$ cat src/rtl/mult12_seq_ctrl.sv
// -----------------------------------------------------------------------------
// mult12_seq_ctrl
//   Sequential 12x12 unsigned multiplier built around one shared 6x6
//   combinational array multiplier (unsigned_array_mult). An accepted operand
//   pair is split into 6-bit halves. Four partial products (lo*lo, hi*lo,
//   lo*hi, hi*hi) pass through the core on consecutive cycles and are
//   shift-accumulated into a 24-bit result.
//
// Ports
//   clk        in   1   clock, rising edge
//   rst        in   1   synchronous, active-high reset
//   in_valid   in   1   operand pair a/b valid
//   in_ready   out  1   operands accepted (high only in IDLE)
//   a, b       in   12  unsigned operands
//   out_valid  out  1   product valid, held until out_ready
//   out_ready  in   1   consumer accepts product
//   product    out  24  unsigned a*b
//   busy       out  1   operation in flight (MUL or DONE)
//
// Configuration
//   MULT12_ZERO_SKIP_EN : when defined, a pair with a zero operand runs no
//   passes and presents product=0 one clock after the accept edge.
//   When undefined, every pair takes all four passes.
// -----------------------------------------------------------------------------

// 6x6 unsigned array multiplier: one shifted AND-row per multiplier bit,
// summed row by row.
module unsigned_array_mult #(
    parameter int unsigned MW = 6
) (
    input  logic [MW-1:0]   x,
    input  logic [MW-1:0]   y,
    output logic [2*MW-1:0] p
);
    localparam int unsigned PW = 2 * MW;

    logic [PW-1:0] row [MW+1];

    assign row[0] = '0;

    for (genvar i = 0; i < MW; i++) begin : g_row
        logic [PW-1:0] pp;
        assign pp         = PW'(x & {MW{y[i]}}) << i;
        assign row[i + 1] = row[i] + pp;
    end

    assign p = row[MW];
endmodule

module mult12_seq_ctrl #(
    parameter int unsigned MW = 6,      // core operand width; only 6 is legal
    parameter int unsigned W  = 12      // operand width; must equal 2*MW
) (
    input  logic           clk,
    input  logic           rst,
    input  logic           in_valid,
    output logic           in_ready,
    input  logic [W-1:0]   a,
    input  logic [W-1:0]   b,
    output logic           out_valid,
    input  logic           out_ready,
    output logic [2*W-1:0] product,
    output logic           busy
);
    localparam int unsigned PW  = 2 * W;   // product / accumulator width
    localparam int unsigned CW  = 2 * MW;  // core product width
    localparam int unsigned SHW = 5;       // shift amount width (max shift 12)

`ifdef MULT12_ZERO_SKIP_EN
    localparam bit ZERO_SKIP = 1'b1;
`else
    localparam bit ZERO_SKIP = 1'b0;
`endif

    typedef enum logic [1:0] {
        IDLE = 2'd0,
        MUL  = 2'd1,
        DONE = 2'd2
    } state_t;

    state_t         state;
    logic [1:0]     cnt;
    logic [PW-1:0]  acc;
    logic [W-1:0]   a_q;
    logic [W-1:0]   b_q;
    logic           skip;

    logic [MW-1:0]  core_x;
    logic [MW-1:0]  core_y;
    logic [CW-1:0]  core_p;
    logic [SHW-1:0] shamt;
    logic [PW-1:0]  pp_ext;
    logic [PW-1:0]  acc_next;

    // Pass select: cnt[0] picks the half of a, cnt[1] the half of b.
    // Driven only from registered state, so no input reaches the core.
    always_comb begin
        core_x = cnt[0] ? a_q[W-1:MW] : a_q[MW-1:0];
        core_y = cnt[1] ? b_q[W-1:MW] : b_q[MW-1:0];
        shamt  = '0;
        unique case (cnt)
            2'd0:    shamt = '0;
            2'd1:    shamt = SHW'(MW);
            2'd2:    shamt = SHW'(MW);
            default: shamt = SHW'(2 * MW);
        endcase
    end

    unsigned_array_mult #(.MW(MW)) u_core (
        .x (core_x),
        .y (core_y),
        .p (core_p)
    );

    // Zero-extend before shifting; 4095*4095 fits in 24 bits, so no overflow.
    assign pp_ext   = PW'(core_p) << shamt;
    assign acc_next = acc + pp_ext;

    // Sequencer with registered handshake outputs.
    always_ff @(posedge clk) begin
        if (rst) begin
            state     <= IDLE;
            cnt       <= '0;
            acc       <= '0;
            a_q       <= '0;
            b_q       <= '0;
            skip      <= 1'b0;
            in_ready  <= 1'b1;
            out_valid <= 1'b0;
            busy      <= 1'b0;
            product   <= '0;
        end else begin
            unique case (state)
                IDLE: begin
                    if (in_valid && in_ready) begin
                        a_q      <= a;
                        b_q      <= b;
                        acc      <= '0;
                        cnt      <= '0;
                        skip     <= ZERO_SKIP && ((a == '0) || (b == '0));
                        in_ready <= 1'b0;
                        busy     <= 1'b1;
                        state    <= MUL;
                    end
                end

                MUL: begin
                    if (skip) begin
                        // Zero operand: leave acc at 0 and issue no passes.
                        skip      <= 1'b0;
                        product   <= '0;
                        out_valid <= 1'b1;
                        state     <= DONE;
                    end else begin
                        acc <= acc_next;
                        if (cnt == 2'd3) begin
                            product   <= acc_next;
                            out_valid <= 1'b1;
                            state     <= DONE;
                        end else begin
                            cnt <= cnt + 2'd1;
                        end
                    end
                end

                DONE: begin
                    // product/out_valid hold until the consumer takes them.
                    if (out_ready) begin
                        out_valid <= 1'b0;
                        busy      <= 1'b0;
                        in_ready  <= 1'b1;
                        state     <= IDLE;
                    end
                end

                default: begin
                    state     <= IDLE;
                    in_ready  <= 1'b1;
                    out_valid <= 1'b0;
                    busy      <= 1'b0;
                end
            endcase
        end
    end
endmodule

$ cat config.mk
export PLATFORM = sky130hd
export DESIGN_NAME = mult12_seq_ctrl
export DESIGN_NICKNAME = d
export VERILOG_FILES = /design/src/rtl/mult12_seq_ctrl.sv
export SDC_FILE = /design/constraint.sdc
export NUM_CORES = 1
export LEC_CHECK = 0
export BUFFER_PORTS_ARGS = -buffer_cell sky130_fd_sc_hd__buf_2
export CORE_UTILIZATION = 55
export CTS_BUF_LIST = sky130_fd_sc_hd__clkbuf_8
export CTS_CLUSTER_SIZE = 14
export DETAILED_ROUTE_END_ITERATION = 10
export PLACE_DENSITY_LB_ADDON = 0.3
export SYNTH_ARGS = -nofsm -noshare
export SYNTH_HDL_FRONTEND = slang
export SYNTH_HIERARCHICAL = 1
export SYNTH_SLANG_ARGS = --single-unit
$ cat constraint.sdc
create_clock -name clk -period 16.7 [get_ports clk]
set_input_delay 5.01 -clock clk [delete_from_list [all_inputs] [get_ports clk]]
set_output_delay 5.01 -clock clk [all_outputs]
set_load 0.005 [all_outputs]
==> run metrics <==
Final Critical Period=6.729 ns; First-pass DRT Iterations=5; PortBufs=54; core area=slightly below 0.01 mm2; num ports=55; die area=0.01079 mm2; P_sw=123.4 uW; commonest non-fill, non-tap cell in the layout=nand2_1; net count after synthesis=808; Die Width=103.9 um; dpl hpwl=10530 um; setup TNS=0 ns; max-cap violations=0; mapped cell area=0.005707 mm2; largest net degree at the start of global routing=66; PwrDens=63.92 mW/mm2; fraction of the cycle the final worst path needs=0.4029; Max Root-Sink Buffers=2; clock power share=0.343; actual transition at the worst max-transition pin=0.9620 ns; die height=about 100 um; largest family of logic cells by synthesized area=simple AND/OR/NAND/NOR gates; setup bufs post-CTS=0; post-synth top area share=0.2771; Residual DRC=0; logic gate share of total power=0.155; Sw Ratio=0.3125; fraction of registers with async set/reset=0; Yosys cell types=65; CTS Buf Count=9; Cell Int Power=between 200 and 300 uW; Final #Nets=838; Hold Path Class=flip-flop to flip-flop; Worst EP arrival=7.00 ns; global route overflow=0; Max Slew Vio Count=0; CTS tree=done; unrepaired setup endpoints after global routing=no; Mean Syn Cell Area=7.981 um2; Max-Slew Margin vs Limit=0.3563; sequential power share=0.502; Synth Area in Adders=0.1675; maximum fanout along the worst path=10; fraction of layout cells with a size suffix above 1=0.1427; Synth Area in Compound Gates=0.1855; CTS Hold Bufs=0; Inserted Diodes=0; vias in the first global route=4880; worst skew pair latency=between 0.3 and 0.4 ns; Rows=36; vias per std cell=5.916; Seq/Total Area, Yosys=0.2771; outcome=finished, final reports clean; Synth Flop Type=dfxtp_1; clock-pin slew on the worst setup and hold paths=0.09 ns; first-pass GRT wire length=23440 um; kind of critical path=flip-flop to flip-flop; commonest non-fill, non-tap cells in the layout=nand2_1, dfxtp_1, a21oi_1; post-synthesis mux area share=0.05437; Root Driver=clkbuf_8; Mapped Cells=715; Yosys reg bits=79; reg2reg setup slack=9.97 ns; CTS resizes=0; Tot GR Track Use=0.2668; Final setup violation count=0; area leader, netlist=dfxtp_1; Leakage=approximately 0.0028 uW; Ys Warns=6; largest cells by area after synthesis=dfxtp_1, ha_1, nand2_1, fa_1, a21oi_1; via count=~5200; initial antenna violation count=0; H-tree levels=3; Synth Area in Simple Gates=0.2282; Fin Hold WS=around 0.45 ns; XOR/XNOR Fraction of Synth Area=0.03683; CTS sink count=79; Routed Antenna Nets=0; Routed Wire Length=14030 um; final number of hold-violating endpoints=0; clk_skew=approximately 0.011 ns; filler instances=891; DRT iter0 DRCs=368; Area Overhead vs Synth=8.266%; final RePlAce weighted congestion=0.9733; number of synthesized flops with an enable pin=0; Worst Path Required=16.97 ns; Initial Util=0.5759; Highest Clock Rate=around 150 MHz; Setup crit start kind=flip-flop; worst vdd ir=73.09 uV; critical path endpoint category=flip-flop; routed len/inst=15.89 um
-- power by group through the flow --
stage          combinational [uW]  clock [uW]  sequential, uW
2_1_floorplan                45.0           0             200
3_3_place_gp                 58.2           0             202
3_5_place_dp                 60.0           0             202
4_1_cts                      60.5         138             198
5_1_grt                      67.7         148             199
6_report                     61.2         136             198
-- stage by stage --
stage | util | instance area [um2] | instances | power (uW) | setup slack (ns)
CTS | 0.6235 | 6178 | 883 | 396.7 | 9.983
global placement | 0.6053 | 5998 | 867 | 260.4 | 9.819
global route | 0.6235 | 6178 | 883 | 414.3 | 9.597
floorplan | - | 5707 | 715 | 245.4 | 10.46
detailed placement | 0.6053 | 5998 | 867 | 262.4 | 9.719
finish | 0.6235 | 6178 | 883 | 394.9 | 9.971
-- layout make-up --
class | instances | area [um2] | share of cell area
clock buffers | 9 | 123.9 | 0.02005
clock inverters | 7 | 56.30 | 0.009113
inverters | 30 | 112.6 | 0.01823
multi-input cells | 567 | 3837 | 0.6211
flip-flops and latches | 79 | 1582 | 0.2560
well taps | 133 | 166.4 | 0.02693
repair buffers | 58 | 300.3 | 0.04860
-- cell usage after synthesis, types with 3 or more instances --
| cell type | number |
|---|---|
| xor2_1 | 8 |
| nand4_1 | 5 |
| ha_1 | 46 |
| or3_1 | 3 |
| xnor2_1 | 16 |
| o211ai_1 | 3 |
| mux2_2 | 16 |
| nand3_1 | 25 |
| a31oi_1 | 7 |
| mux2i_1 | 13 |
| fa_1 | 19 |
| nand2_1 | 125 |
| buf_1 | 3 |
| and2_1 | 30 |
| nand2b_1 | 6 |
| inv_1 | 29 |
| nor3_1 | 15 |
| a21oi_1 | 73 |
| a211oi_1 | 7 |
| nor2b_1 | 5 |
| a21o_1 | 9 |
| dfxtp_1 | 79 |
| nor2_1 | 56 |
| a22o_1 | 11 |
| o22ai_1 | 4 |
| clkbuf_1 | 31 |
| o21ai_0 | 25 |
-- registers in the layout (all words and copies together) (netlist names) --
register / cells
a_q: 12
acc: 24
b_q: 12
busy: 1
cnt: 2
in_ready: 1
out_valid: 1
product: 24
state: 2
-- metal layers --
| layer | part of all wire | vias to the layer above | GRT usage |
|---|---|---|---|
| met5 | 0 | - | 0 |
| met4 | 0.014 | 0 | 0.07449 |
| met3 | 0.063 | 16 | 0.05263 |
| met2 | 0.46 | 169 | 0.4181 |
| met1 | 0.46 | 2498 | 0.3727 |
| li1 | - | 2541 | - |
-- worst max-delay path: stages, from the launching register on --
cell      delay, ns
dfxtp_1        0.61
mux2_2         0.44
and2_1         0.19
fa_1           0.51
fa_1           0.55
inv_1          0.05
fa_1           0.52
inv_1          0.04
ha_1           0.34
nor2b_4        0.15
o21ai_2        0.15
a21boi_2       0.08
or4_1          0.39
nand3_1        0.13
mux2i_1        0.13
mux2_2         0.34
o22ai_1        0.19
ha_1           0.34
nand2_1        0.16
nor2_1         0.10
a221oi_2       0.37
nand2_1        0.15
a32oi_1        0.39
mux2i_1        0.24
nand2_1        0.06
-- kinds of logic (layout without fill, tap and decap cells) --
logic type      count (synthesis)  after routing
simple gates                  284            284
fa+ha+maj                      65             65
compound gates                165            165
buf+inv                        69            104
flops                          79             79
mux                            29             29
xor+xnor                       24             24
-- path summary, 6_finish.rpt --
path / cells past startpoint / startpoint / end
max: 24 / cnt[1] / product[22]
min: 2 / product[7] / product[7]
max reg2reg: 24 / cnt[1] / product[22]
min reg2reg: 2 / product[7] / product[7]
(Power assumes the default switching activity.)
